$ cat src/rtl/coh_snoop_agent.sv
// coh_snoop_agent: per-CPU coherence agent between a D-cache and the snooping bus.
// Ports: cache miss/upgrade in, stall/fill out; bus req/grant; snoop search/inv.
module coh_snoop_agent #(
  parameter int ADDR_W      = 11,
  parameter int XFER_CYCLES = 4,
  parameter int SRCH_HOLD   = 2
) (
  input  logic              clk,
  input  logic              rst,
  input  logic              cache_rd_miss,
  input  logic              cache_wr_miss,
  input  logic              cache_upgrade,
  input  logic [ADDR_W-1:0] cache_addr,
  input  logic [1:0]        cache_blk_state,
  output logic              cpu_stall,
  output logic              fill_done,
  output logic              fill_src,
  output logic              read_miss,
  output logic              write_miss,
  output logic              invalidate,
  output logic [ADDR_W-1:0] BICO,
  output logic [1:0]        block_state,
  input  logic              grant,
  input  logic              datasel,
  input  logic              search,
  input  logic              inv_from_other,
  input  logic [ADDR_W-1:0] BOCI,
  output logic              search_found,
  output logic [ADDR_W-1:0] snp_addr,
  input  logic              snp_hit,
  input  logic [1:0]        snp_state,
  output logic              snp_downgrade,
  output logic              snp_inv
);

  localparam int CW = $clog2(XFER_CYCLES) + 1;
  localparam int HW = $clog2(SRCH_HOLD + 1);
  localparam logic [CW-1:0] LAST = CW'(XFER_CYCLES - 1);
  localparam logic [HW-1:0] HOLD = HW'(SRCH_HOLD);
  localparam logic [1:0] ST_M = 2'b00;
  localparam logic [1:0] ST_I = 2'b10;

  typedef enum logic [1:0] {
    IDLE, REQ, XFER, DONE
  } state_t;

  state_t        state;
  logic [CW-1:0] cnt;
  logic [HW-1:0] hold;
  logic          req_any;
  logic          collide;
  logic          snp_valid;

  assign req_any = cache_rd_miss | cache_wr_miss | cache_upgrade;

  // A snooped invalidate of our own upgrade target means our
  // shared copy is gone: the upgrade must become a full write miss.
  assign collide = invalidate & inv_from_other & (BOCI == BICO);

  assign cpu_stall = (state == REQ) | (state == XFER) |
                     ((state == IDLE) & req_any);

  always_ff @(posedge clk) begin
    if (rst) begin
      state       <= IDLE;
      cnt         <= '0;
      BICO        <= '0;
      block_state <= ST_I;
      read_miss   <= 1'b0;
      write_miss  <= 1'b0;
      invalidate  <= 1'b0;
      fill_src    <= 1'b0;
      fill_done   <= 1'b0;
    end else begin
      fill_done <= 1'b0;
      unique case (state)
        IDLE: begin
          if (req_any) begin
            BICO        <= cache_addr;
            block_state <= cache_blk_state;
            read_miss   <= cache_rd_miss;
            write_miss  <= ~cache_rd_miss & cache_wr_miss;
            invalidate  <= ~cache_rd_miss & ~cache_wr_miss;
            state       <= REQ;
          end
        end
        REQ: begin
          if (collide) begin
            invalidate  <= 1'b0;
            write_miss  <= 1'b1;
            block_state <= ST_I;
          end else if (grant) begin
            read_miss  <= 1'b0;
            write_miss <= 1'b0;
            invalidate <= 1'b0;
            fill_src   <= datasel;
            cnt        <= '0;
            if (invalidate) begin
              state     <= DONE;
              fill_done <= 1'b1;
            end else begin
              state <= XFER;
            end
          end
        end
        XFER: begin
          cnt <= cnt + 1'b1;
          // Source is only resolved by the bus one cycle after grant.
          if (cnt == '0) fill_src <= datasel;
          if (cnt == LAST) begin
            state     <= DONE;
            fill_done <= 1'b1;
          end
        end
        DONE: state <= IDLE;
        default: state <= IDLE;
      endcase
    end
  end

  assign snp_addr     = BOCI;
  assign snp_valid    = snp_hit & (snp_state != ST_I);
  assign search_found = (hold != '0);

  always_ff @(posedge clk) begin
    if (rst) begin
      hold          <= '0;
      snp_downgrade <= 1'b0;
      snp_inv       <= 1'b0;
    end else begin
      snp_downgrade <= 1'b0;
      snp_inv       <= 1'b0;
      if (inv_from_other) begin
        snp_inv <= snp_valid;
        if (search) hold <= '0;
        else if (hold != '0) hold <= hold - 1'b1;
      end else if (search) begin
        hold          <= snp_valid ? HOLD : '0;
        snp_downgrade <= snp_valid & (snp_state == ST_M);
      end else if (hold != '0) begin
        hold <= hold - 1'b1;
      end
    end
  end

endmodule

$ cat config.mk
export PLATFORM = sky130hd
export DESIGN_NAME = coh_snoop_agent
export DESIGN_NICKNAME = d
export VERILOG_FILES = /design/src/rtl/coh_snoop_agent.sv
export SDC_FILE = /design/constraint.sdc
export NUM_CORES = 1
export LEC_CHECK = 0
export CAP_MARGIN = 20
export CORE_ASPECT_RATIO = 1.2
export CORE_MARGIN = 1.5
export CORE_UTILIZATION = 40
export DETAILED_ROUTE_END_ITERATION = 10
export PLACE_DENSITY = 0.78
export RECOVER_POWER = 25
export SYNTH_ARGS = -nofsm -noshare
export SYNTH_HDL_FRONTEND = slang
export SYNTH_SLANG_ARGS = --single-unit
$ cat constraint.sdc
create_clock -name clk -period 1.8 [get_ports clk]
set_input_delay 0.27 -clock clk [delete_from_list [all_inputs] [get_ports clk]]
set_output_delay 0.27 -clock clk [all_outputs]
set_load 0.02 [all_outputs]
Word level (Yosys, flattened, before mapping)
Cells that the tools add are included.
{"block": "totals", "latch_bits": 0, "elab_cells": 93, "romBits": 0, "mem_count": 0, "ff_bits": 27, "mem_bits_rw": 0}
{"block": "op_classes", "muxes": 36, "multipliers": 0, "n_reduce_logical": 15, "shifts": 0, "n_div": 0, "n_lt_le_gt_ge": 0, "n_addsub": 2, "bitwise_logic": 15, "eq_ne": 13}
{"operator": "$mux W2", "count": 11}
{"operator": "$mux W1", "count": 15}
{"operator": "$reduce_and A4 Y1", "count": 3}
{"operator": "$eq A11 B11 Y1", "count": 1}
{"operator": "$ne A2 B2 Y1 const B", "count": 5}
{"operator": "$pmux W1 S2", "count": 5}
{"operator": "$reduce_and A3 Y1", "count": 3}
{"operator": "$pmux W2 S4", "count": 1}
{"operator": "$and A1 B1 Y1", "count": 7}
{"operator": "$mux W3", "count": 2}
{"operator": "$pmux W3 S2", "count": 1}
{"operator": "$reduce_bool A2 Y1", "count": 3}
{"operator": "$eq A2 B2 Y1 const B", "count": 2}
{"operator": "$logic_not A2 Y1", "count": 2}
{"operator": "$ne A2 B1 Y1 const B", "count": 2}
{"operator": "$not A1 Y1", "count": 4}
{"operator": "$or A1 B1 Y1", "count": 4}
{"operator": "$pmux W2 S2", "count": 1}
{"operator": "$add A3 B1 Y3 const B", "count": 1}
{"operator": "$eq A3 B2 Y1 const B", "count": 1}
{"operator": "$logic_not A3 Y1", "count": 1}
{"operator": "$ne A3 B3 Y1 const B", "count": 1}
{"operator": "$reduce_or A3 Y1", "count": 1}
{"operator": "$eq A2 B1 Y1 const B", "count": 1}
{"operator": "3 further kinds", "count": 3}

Logic depth before layout (Yosys ltp)
Gate-level depths: netlist of the first run.
{"block": "logic_depth", "depth_word": 5, "depth_mapped": 7, "ltp_nobuf": 7}

Least setup slack after synthesis of the first run
OpenSTA, ideal clock, no wires.
{"block": "synth_path", "path_type": "reg2reg", "startpoint": "register invalidate", "endpoint": "register cnt[1]", "n_path_buf": 0, "period_less_slack_ps": 1666, "arrival_time_ps": 1551, "stages_incl_launch_ff": 6, "setup_slack_ps": 134, "path_cell_list": "dfxtp_1 nand2_1 nor4_2 a41oi_1 nand3b_1 a2bb2o_4"}
{"block": "synth_between", "elab_chain_len": 4}
{"item": "start, declared", "line": "20", "rtl": "output logic invalidate,"}
{"item": "start signal, assigned", "line": "83", "rtl": "invalidate <= ~cache_rd_miss & ~cache_wr_miss;"}
{"item": "$and A1 B1 Y1 (2 in series)", "line": "58", "rtl": "assign collide = invalidate & inv_from_other & (BOCI == BICO);"}
{"item": "$ne A2 B2 Y1 (no line)"}
{"item": "$reduce_and A3 Y1 (no line)"}
{"item": "end signal, assigned", "line": "107", "rtl": "cnt <= cnt + 1'b1;"}
{"item": "end, declared", "line": "48", "rtl": "logic [CW-1:0] cnt;"}
No other way between the ends.
A chain may end at the register's enable or synchronous reset.

Final worst setup path of the first run
{"block": "layout_path", "startpoint": "input port BOCI[2]", "endpoint": "register cnt[1]"}
{"block": "layout_between", "elab_chain_len": 4}
{"item": "start, declared", "line": "27", "rtl": "input logic [ADDR_W-1:0] BOCI,"}
{"item": "$eq A11 B11 Y1", "line": "58"}
{"item": "$and A1 B1 Y1", "line": "58"}
{"item": "$ne A2 B2 Y1 (no line)"}
{"item": "$reduce_and A3 Y1 (no line)"}
No other way between the ends.

==> key figures, run 1 <==
Critical path
  • R2R Path End: cnt[1]
  • Crit path largest cell delay: 0.44 ns
  • Worst path required time: 1.97 ns
  • Startpoint types: input port
  • WS Path Type: input port to flop
  • Cells along the critical path: clkdlybuf4s50_1 -> xor2_1 -> nor4_4 -> a41oi_4 -> nand3b_1 -> a2bb2o_4
  • Worst Path Buf+Inv: 1
  • Worst Setup SP: BOCI[2]
  • Crit-path slowest cell: clkdlybuf4s50_1
  • CP endpoint kind: flop
  • R2R depth: 5
  • CP endpoint: cnt[1]
  • Crit path DAT: 1.91 ns
  • Number of cells on the critical path: 6
  • CP delay by family, top: simple AND/OR/NAND/NOR gates
  • Maximum fanout along the worst path: 5
  • RR Startpoint: BICO[0]
  • R2r setup slk: 0.11 ns

Detailed routing
  • Post-route DRC: 0
  • Routed via count: 1443
  • Routed len/inst: 12.8 um
  • Vias per cell: 5.08
  • First-pass detailed-route iteration total: 4
  • Final ANT Viol Nets: 0
  • Iter 0 DRT Violations: 28
  • DRT Wirelength: 3.64 mm

Global routing
  • Tot GR Track Use: 0.188
  • Vias in the first global route: 1403
  • Remaining global-route overflow: 0
  • Largest net degree at the start of global routing: 15
  • Initial antenna violation count: 0
  • First-pass GRT wire length: 6.11 mm

Logic synthesis
  • Seq cells post-synth: 27
  • Post-Syn Nets: 218
  • Asr flop ratio synth: 0
  • Top FF cell, synth: dfxtp_1
  • Synth unique cells: 38
  • Sequential fraction of the synthesis area: 0.366
  • Synthesis Warnings: 0
  • Synthesized area: 1480 um2
  • EDFF count, synth: 0
  • Cells after synthesis: 175
  • Syn Area/Cell: 8.44 um2

Placement
  • DP Worst Slack: -0.346 ns
  • DP HPWL: 2.82 mm
  • Placer Congestion: 0.766
  • Buffers added on ports: 68

Finish
  • Antenna Cells: 0
  • Number of fill cells: 313
  • Register area: 542 um2
  • Final Util: 0.653
  • Synth-to-Final Area Change: 57.9%
  • Nets: 289
  • Area of the multi-input gates: 848 um2
  • Share of post-route cells with drive strength above 1: 0.135

Status
  • Outcome: finished clean

Power
  • Total Power: 2.65 mW
  • Seq pwr share: 0.311
  • Pwr/cell area: 1140 nW/um2
  • Sw Share: 0.405
  • Logic pwr share: 0.561
  • Clk pwr share: 0.128
  • Internal Power: 1.58 mW
  • Peak VDD IR: 0.746 mV
  • Net switching power: 1.07 mW
  • Leakage: 0.952 nW

Clocking
  • Htree depth: 1
  • Clock slew at reported path FFs: 0.09 ns
  • Clk_lat worst skew: 0.27 ns
  • Post-CTS Hold Buffers: 0
  • CTS root buffer: clkbuf_8
  • Maximum clock path buffer count: 2
  • CTS buffer count: 3
  • CTS tree: done
  • CTS sink count: 27

Die
  • Die Y: 69.6 um
  • Initial Utilization: 0.414
  • Die Area: 4070 um2
  • Core area: 3570 um2
  • Row cnt: 24
  • Ports: 69
  • Die width: 58.5 um

Worst hold path
  • Hold WC Path Type: flop to flop

STA
  • Clock skew: 0.00535 ns
  • Unrepaired setup endpoints after global routing: true
  • Period utilisation layout: 0.965
  • Worst-Margin Slew: 0.383 ns
  • Min cycle time layout: 1.74 ns
  • Hold Fails Final Rpt: 0
  • Fmax: 576 MHz
  • Slew headroom: 0.743
  • Fin worst setup slack: 0.0629 ns
  • Slew Limit Fails: 0
  • Setup violations, final: 0

Run
  • Max-Cap Viols: 0
cells in the mapped netlist (all sizes together) (3+ instances only):
cell type	instances	area, um2
a21oi	19	95.1
buf	11	82.6
clkbuf	6	22.5
dfxtp	27	541
ha	7	87.6
inv	13	48.8
nand2	28	105
nand2b	3	18.8
nand3	3	15.0
nor2	4	15.0
nor2b	4	25.0
nor4	4	50.1
o21ai	5	25.0
xor2	11	96.3
layer usage:
layer | vias to the layer above | routed length, um | part of all wire | global-route usage
li1 | 732 | - | - | -
met1 | 658 | 1550 | 0.43 | 0.231
met2 | 49 | 1850 | 0.51 | 0.332
met3 | 4 | 204 | 0.056 | 0.0299
met4 | 0 | 34 | 0.0093 | 0.0465
met5 | - | 0 | 0 | 0
layout by cell type (no fill, tap or decap), types with 2 or more instances in the layout:
cell	instances
dfxtp_1	26
inv_1	13
clkdlybuf4s50_1	61
nand3b_1	2
nor2b_1	4
dlygate4sd3_1	3
nand2b_1	3
nor2_1	4
nand4_1	2
nand2_1	28
or2_2	2
nor4b_1	2
o21ai_0	4
buf_4	15
nor3b_1	2
nor3_1	2
dlymetal6s2s_1	3
clkbuf_8	3
xor2_2	2
xor2_1	9
nand3_1	2
nor4_4	2
nor4_2	2
a21oi_1	18
ha_1	7
a32oi_1	2
how the worst min path moves through the flow:
stage / from / end / cells past startpoint
after global routing: hold[0] / hold[0] / 1
final: hold[0] / hold[0] / 1
after detailed placement: hold[0] / hold[0] / 1
after floorplan: search / hold[0] / 1
after global placement: hold[0] / hold[0] / 1
after CTS: hold[0] / hold[0] / 1
power groups by stage:
stage / logic, mW / registers (mW) / clock network (mW)
global route: 1.63 / 0.843 / 0.380
finish: 1.49 / 0.826 / 0.340
floorplan: 0.750 / 0.942 / 0
detailed placement: 1.44 / 0.830 / 0
global placement: 1.42 / 0.832 / 0
CTS: 1.45 / 0.818 / 0.352
worst register-to-register path, stage by stage (launching register included):
cell and delay (ns):
dfxtp_1 0.36, xor2_2 0.20, nor4_4 0.42, a41oi_4 0.21
nand3b_1 0.18, a2bb2o_4 0.22
cell families after synthesis:
kind of cell	share of synthesized area
AO/OA/AOI/OAI	0.168
XOR/XNOR	0.0652
adder cells (fa/ha/maj)	0.0593
buffers and inverters	0.104
flip-flops	0.366
multiplexers	0.00677
AND/OR/NAND/NOR	0.231
sequential cells by signal, indices dropped and copies added (netlist names):
signal         flops
state              2
cnt                3
hold               2
fill_done          1
block_state        2
read_miss          1
snp_inv            1
fill_src           1
BICO              11
write_miss         1
invalidate         1
snp_downgrade      1
per-stage QoR:
stage	instances	hold WS, ns	instance area [um2]	setup TNS, ns
2_1_floorplan	175	0.349	1480	0
3_3_place_gp	279	0.427	2210	-2.55
3_5_place_dp	279	0.441	2210	-2.55
4_1_cts	284	0.455	2270	-0.00488
5_1_grt	284	0.474	2330	-0.0255
6_report	284	0.449	2330	0
cell type report:
cell class	instances	area share
well taps	39	0.0209
repair buffers	83	0.343
clock buffers	4	0.0193
flip-flops and latches	27	0.232
inverters	13	0.0209
multi-input cells	118	0.364
repair_timing:
item,CTS,global route
setup endpoints to repair,4,6
gates resized for setup,2,12
buffers inserted,1,0
gates cloned,0,0
pin swaps,1,6
(Power assumes the default switching activity.)
==> run 2, diff against run 1 <==
--- a/config.mk
+++ b/config.mk
@@ -9,6 +9,7 @@
 export CORE_ASPECT_RATIO = 1.2
 export CORE_MARGIN = 1.5
 export CORE_UTILIZATION = 40
+export CTS_CLUSTER_DIAMETER = 50
 export DETAILED_ROUTE_END_ITERATION = 10
 export PLACE_DENSITY = 0.78
 export RECOVER_POWER = 25
==> constraint.sdc (replaced) <==
create_clock -name clk -period 1.8 [get_ports clk]
set_input_delay 0.36 -clock clk [delete_from_list [all_inputs] [get_ports clk]]
set_output_delay 0.36 -clock clk [all_outputs]
set_load 0.02 [all_outputs]
==> run 2 against run 1 <==
Compared with the run above: die area stayed put; combinational power rose by 3%; cell count is 0.70% higher; critical path type unchanged; global-route usage shrank 0.31 points; power grew 2.1%; register-to-register slack about the same.
==> key figures, run 2 (synthesized netlist as in run 1, its figures left out) <==
Finish
  • Area of the multi-input gates: 901 um2 (was 848 um2)
  • Final Util: 0.661 (was 0.653)
  • Most flops, register: BICO (unchanged)
  • Biggest regs: BICO (11), cnt (3) (unchanged)
  • Synth-to-Final Area Change: 59.8% (was 57.9%)
  • Commonest non-fill, non-tap cell in the layout: clkdlybuf4s50_1 (unchanged)
  • Max reg flops: 11 (unchanged)
  • Number of fill cells: 304 (was 313)
  • Share of post-route cells with drive strength above 1: 0.166 (was 0.135)
  • Nets: 291 (was 289)
  • Commonest non-fill, non-tap cells in the layout: 45 x clkdlybuf4s50_1, 27 x dfxtp_1, 27 x nand2_1, 19 x a21oi_1, 16 x buf_4 (was 61 x clkdlybuf4s50_1, 28 x nand2_1, 26 x dfxtp_1, 18 x a21oi_1, 15 x buf_4)
  • Antenna Cells: 0 (unchanged)
  • Register area: 541 um2 (was 542 um2)

Global routing
  • Global-route met3 utilization: 0.0261 (was 0.0299)
  • Met1 GRT Util: 0.222 (was 0.231)
  • Largest net degree at the start of global routing: 16 (was 15)
  • Vias in the first global route: 1354 (was 1403)
  • Tot GR Track Use: 0.185 (was 0.188)
  • First-pass GRT wire length: 5.96 mm (was 6.11 mm)
  • Global route hottest layer: met2 (unchanged)
  • Remaining global-route overflow: 0 (unchanged)
  • Grt met2 use: 0.332 (unchanged)
  • Initial antenna violation count: 0 (unchanged)

STA
  • Clock skew: 0.00324 ns (was 0.00535 ns)
  • Fmax: 587 MHz (was 576 MHz)
  • Period utilisation layout: 0.946 (was 0.965)
  • Setup violations, final: 0 (unchanged)
  • Hold Fails Final Rpt: 0 (unchanged)
  • Min cycle time layout: 1.70 ns (was 1.74 ns)
  • Slew Limit Fails: 0 (unchanged)
  • WHS: 0.451 ns (was 0.449 ns)
  • Worst-Margin Slew: 0.369 ns (was 0.383 ns)
  • Slew headroom: 0.752 (was 0.743)

Critical path
  • Worst path required time: 2.03 ns (was 1.97 ns)
  • Maximum fanout along the worst path: 5 (unchanged)
  • R2R Path End: cnt[0] (was cnt[1])
  • R2r setup slk: 0.12 ns (was 0.11 ns)
  • WS Path Type: input port to flop (unchanged)
  • Startpoint types: input port (unchanged)
  • R2R depth: 7 (was 5)
  • RR Startpoint: BICO[3] (was BICO[0])
  • Crit path DAT: 1.93 ns (was 1.91 ns)
  • CP endpoint kind: flop (unchanged)

Placement
  • DP HPWL: 2.82 mm (about the same)
  • Placer Congestion: 0.743 (was 0.766)
  • Buffers added on ports: 68 (unchanged)

Detailed routing
  • Post-route DRC: 0 (unchanged)
  • Iter 0 DRT Violations: 27 (was 28)
  • Routed len/inst: 13.5 um (was 12.8 um)
  • Final ANT Viol Nets: 0 (unchanged)
  • DRT Wirelength: 3.86 mm (was 3.64 mm)
  • Vias per cell: 5.10 (was 5.08)
  • Routed via count: 1460 (was 1443)
  • First-pass detailed-route iteration total: 4 (unchanged)

Die
  • Core area: 3570 um2 (unchanged)
  • Ports: 69 (unchanged)
  • Initial Utilization: 0.414 (unchanged)
  • Row cnt: 24 (unchanged)
  • Die Area: 4070 um2 (unchanged)
  • Die Y: 69.6 um (unchanged)
  • Die width: 58.5 um (unchanged)

Clocking
  • Post-CTS Hold Buffers: 0 (unchanged)
  • Clk_lat worst skew: 0.27 ns (about the same)
  • Clock slew at reported path FFs: 0.09 ns (about the same)
  • CTS tree: done (unchanged)
  • Htree depth: 1 (unchanged)
  • CTS buffer count: 3 (unchanged)
  • CTS sink count: 27 (unchanged)
  • Maximum clock path buffer count: 2 (unchanged)
  • CTS root buffer: clkbuf_8 (unchanged)

Worst hold path
  • Hold depth: 1 (unchanged)
  • Hold path endpoint: hold[0] (unchanged)
  • Hold WC Path Type: flop to flop (unchanged)
  • Min-Delay Startpoint: hold[0] (unchanged)

Power
  • Peak VDD IR: 0.610 mV (was 0.746 mV)
  • Leakage: 0.963 nW (was 0.952 nW)
  • Pwr/cell area: 1150 nW/um2 (was 1140 nW/um2)

Status
  • Outcome: finished clean (unchanged)

Run
  • Max-Cap Viols: 0 (unchanged)
run 2: changes by cell type in the layout (fill, tap and decap cells not counted), moves of 2 or more:
| cell | change |
|---|---|
| xor2_1 | -4 |
| clkdlybuf4s50_1 | -16 |
| clkdlybuf4s25_1 | +6 |
| xor2_2 | +4 |
| dlygate4sd2_1 | +12 |
| dlymetal6s2s_1 | -2 |
| dlygate4sd3_1 | -2 |
run 2: cell type report:
type	instances	share of cell area
clock buffers	3	0.0175
inverters	13	0.0207
multi-input cells	118	0.382
repair buffers	85	0.329
well taps	39	0.0207
clock inverters	1	0.00212
flip-flops and latches	27	0.229
run 2: routing by layer:
| metal | routed length [um] | vias up |
|---|---|---|
| met5 | 0 | - |
| met4 | 57 | 0 |
| met3 | 192 | 6 |
| met2 | 1950 | 40 |
| met1 | 1660 | 684 |
| li1 | - | 730 |
run 2: how the worst max path moves through the flow:
stage	startpoint	to	slack, ns
5_1_grt	BICO[3]	cnt[0]	-0.007
4_1_cts	BOCI[0]	cnt[1]	0.005
6_report	BOCI[7]	cnt[1]	0.1
3_5_place_dp	BOCI[4]	cnt[1]	-0.45
2_1_floorplan	invalidate	cnt[1]	0.13
3_3_place_gp	BOCI[4]	cnt[1]	-0.41
run 2: worst max-delay path: stages:
cell             delay, ns
clkdlybuf4s50_1       0.45
xor2_2                0.17
nor4_4                0.28
a41oi_4               0.21
a21oi_1               0.29
a2bb2o_4              0.16
run 2: power by group:
group | total [mW] | switching, mW | leakage, nW | internal [mW]
Sequential | 0.826 | 0.100 | 0.221 | 0.726
Combinational | 1.54 | 0.844 | 0.716 | 0.692
Clock | 0.348 | 0.192 | 0.0255 | 0.155
run 2: metrics by stage:
stage	instances	setup TNS, ns	setup WS [ns]	power, mW	cell area (um2)
6_report	286	0	0.0973	2.71	2360
5_1_grt	286	-0.00664	-0.00664	2.87	2360
4_1_cts	286	0	0.00525	2.69	2320
3_5_place_dp	281	-4.26	-0.451	2.29	2230
3_3_place_gp	281	-3.99	-0.411	2.26	2230
2_1_floorplan	175	0	0.134	1.69	1480
run 2: timing repair:
| item | 4_1_cts | 5_1_grt |
|---|---|---|
| cloned | 0 | 0 |
| setup endpoints to repair | 18 | 9 |
| resized for setup | 21 | 19 |
| buffers inserted | 1 | 1 |
| pin swaps | 5 | 7 |
==> run 3, diff against run 2 <==
--- a/config.mk
+++ b/config.mk
@@ -5,7 +5,6 @@
 export SDC_FILE = /design/constraint.sdc
 export NUM_CORES = 1
 export LEC_CHECK = 0
-export CAP_MARGIN = 20
 export CORE_ASPECT_RATIO = 1.2
 export CORE_MARGIN = 1.5
 export CORE_UTILIZATION = 40
==> constraint.sdc (replaced) <==
create_clock -name clk -period 1.65 [get_ports clk]
set_input_delay 0.33 -clock clk [delete_from_list [all_inputs] [get_ports clk]]
set_output_delay 0.33 -clock clk [all_outputs]
set_load 0.02 [all_outputs]
==> run 3 against run 2 <==
Compared with the run above: critical endpoint unchanged; largest power group unchanged; non-clock buffer count grew 19; power grew 21%; setup slack got worse by 0.047 ns; die area stayed put.
==> key figures, run 3 (synthesized netlist as in run 1, its figures left out) <==
STA
  • Clock skew: 0.00372 ns (was 0.00324 ns)
  • Slew Limit Fails: 0 (unchanged)
  • Period utilisation layout: 0.970
  • Slew headroom: 0.754 (was 0.752)
  • Fmax: 625 MHz
  • Worst-Margin Slew: 0.364 ns (was 0.369 ns)
  • Unrepaired setup endpoints after global routing: true
  • Hold Fails Final Rpt: 0 (unchanged)
  • Fin worst setup slack: 0.0499 ns (was 0.0973 ns)
  • Setup violations, final: 0 (unchanged)
  • Min cycle time layout: 1.60 ns
  • WHS: 0.449 ns (was 0.451 ns)

Critical path
  • Crit path largest cell delay: 0.27 ns (was 0.45 ns)
  • Worst Path Buf+Inv: 2 (was 1)
  • Worst path required time: 1.83 ns (was 2.03 ns)
  • Crit path DAT: 1.78 ns (was 1.93 ns)
  • Cells along the critical path: dlygate4sd2_1 -> xor2_2 -> nor4_4 -> buf_4 -> a41oi_4 -> nand3b_1 -> a2bb2o_4 (was clkdlybuf4s50_1 -> xor2_2 -> nor4_4 -> a41oi_4 -> a21oi_1 -> a2bb2o_4)
  • Startpoint types: input port (unchanged)
  • CP endpoint kind: flop (unchanged)
  • Worst Setup SP: BOCI[6] (was BOCI[7])
  • Crit-path slowest cell: dlygate4sd2_1 (was clkdlybuf4s50_1)
  • RR Startpoint: BICO[1] (was BICO[3])
  • WS Path Type: input port to flop (unchanged)
  • Maximum fanout along the worst path: 5 (unchanged)
  • CP delay by family, top: buffers and inverters (was compound AO/OA/AOI/OAI gates)

Placement
  • Placed instance area: 2330 um2 (was 2230 um2)
  • Placer Congestion: 0.846 (was 0.743)
  • Buffers added on ports: 68 (unchanged)
  • DP HPWL: 3.04 mm (was 2.82 mm)
  • DP Worst Slack: -0.601 ns (was -0.451 ns)

Worst hold path
  • Hold WC Path Type: flop to flop (unchanged)
  • Min-Delay Startpoint: hold[0] (unchanged)

Clocking
  • Clk_lat worst skew: 0.28 ns (was 0.27 ns)
  • CTS root buffer: clkbuf_8 (unchanged)
  • Maximum clock path buffer count: 2 (unchanged)
  • CTS buffer count: 3 (unchanged)
  • Post-CTS Hold Buffers: 0 (unchanged)
  • Htree depth: 1 (unchanged)
  • Clock slew at reported path FFs: 0.10 ns (was 0.09 ns)
  • CTS sink count: 27 (unchanged)
  • CTS tree: done (unchanged)

Die
  • Die Area: 4070 um2 (unchanged)
  • Row cnt: 24 (unchanged)
  • Core area: 3570 um2 (unchanged)
  • Initial Utilization: 0.414 (unchanged)
  • Die width: 58.5 um (unchanged)
  • Die Y: 69.6 um (unchanged)
  • Ports: 69 (unchanged)

Global routing
  • Remaining global-route overflow: 0 (unchanged)
  • Initial antenna violation count: 0 (unchanged)
  • Tot GR Track Use: 0.205 (was 0.185)
  • First-pass GRT wire length: 6.64 mm (was 5.96 mm)
  • Vias in the first global route: 1531 (was 1354)
  • Largest net degree at the start of global routing: 17 (was 16)

Detailed routing
  • Met2 Wirelength: 2.31 mm (was 1.95 mm)
  • DRT Wirelength: 4.41 mm (was 3.86 mm)
  • First-pass detailed-route iteration total: 4 (unchanged)
  • Routed met1 length: 1.70 mm (was 1.66 mm)
  • Final ANT Viol Nets: 0 (unchanged)
  • Routed via count: 1581 (was 1460)
  • Met3 WL post-DR: 308 um (was 192 um)
  • Routed len/inst: 14.5 um (was 13.5 um)
  • Vias per cell: 5.18 (was 5.10)
  • Highest Signal Layer: met4 (unchanged)
  • Iter 0 DRT Violations: 53 (was 27)
  • Post-route DRC: 0 (unchanged)

Finish
  • Share of post-route cells with drive strength above 1: 0.286 (was 0.166)
  • Nets: 310 (was 291)
  • Commonest non-fill, non-tap cells in the layout: 39 x clkdlybuf4s50_1, 34 x buf_4, 28 x nand2_1, 23 x dlygate4sd2_1 (was 45 x clkdlybuf4s50_1, 27 x dfxtp_1, 27 x nand2_1, 19 x a21oi_1, 16 x buf_4)
  • Commonest non-fill, non-tap cell in the layout: clkdlybuf4s50_1 (unchanged)
  • Max reg flops: 11 (unchanged)
  • Biggest regs: BICO (11), cnt (3) (unchanged)
  • Synth-to-Final Area Change: 72.6% (was 59.8%)
  • Antenna Cells: 0 (unchanged)
  • Most flops, register: BICO (unchanged)
  • Design Area, Final: 2550 um2 (was 2360 um2)

Power
  • Pwr/cell area: 1290 nW/um2 (was 1150 nW/um2)
  • Peak VDD IR: 0.870 mV (was 0.610 mV)
  • Total Power: 3.29 mW (was 2.71 mW)
  • Leakage: 1.12 nW (was 0.963 nW)

Status
  • Outcome: finished clean (unchanged)

Run
  • Max-Cap Viols: 0 (unchanged)
## run 3: cell count changes in the layout (fill, tap and decap cells not counted), sizes merged, moves of 2 or more
cell | previous run | this run
dlygate4sd2 | 12 | 23
buf | 17 | 36
dlymetal6s2s | 1 | 3
clkdlybuf4s50 | 45 | 39
clkbuf | 6 | 4
clkdlybuf4s25 | 6 | 1
## run 3: layer usage
metal  GRT usage  up-vias
met4      0.0646        0
li1            -      768
met5           0        -
met2       0.380       68
met1       0.232      736
met3      0.0299        9
## run 3: where the power goes
part | switching, mW | leakage [nW] | internal, mW
registers | 0.100 | 0.225 | 0.805
clock network | 0.228 | 0.0217 | 0.172
logic | 1.03 | 0.876 | 0.953
total | 1.36 | 1.12 | 1.93
## run 3: cell type report
cell class	instances	area (um2)
multi-input combinational	118	925
tap	39	48.8
inverter	13	48.8
clock buffer	3	41.3
fill	267	1020
sequential	27	553
timing repair buffer	104	926
clock inverter	1	7.51
## run 3: timing repair
item,in CTS,in global routing
buffers inserted,7,1
gates resized for setup,39,24
endpoints found under the setup margin,35,14
pin swaps,11,11
gates cloned,0,0
## run 3: worst register-to-register path: stages, from the launching register on
cell and delay, ns:
dfxtp_2 0.35, xor2_2 0.18, nor4_4 0.25, buf_4 0.18
a41oi_4 0.15, nand3b_1 0.17, a2bb2o_4 0.22
## run 3: worst paths after layout
check / endpoint / slack (ns) / depth (start not counted)
worst max register to register: cnt[1] / 0.05 / 6
worst max-delay path: cnt[1] / 0.05 / 7
worst min-delay path: hold[0] / 0.45 / 1
worst min register to register: hold[0] / 0.45 / 1
## run 3: metrics by stage
step	instances	utilization	TNS (ns)
floorplan	175	-	0
global placement	294	0.651	-6.56
detailed placement	294	0.651	-6.82
CTS	304	0.690	-0.0774
global route	305	0.714	-0.126
finish	305	0.714	0
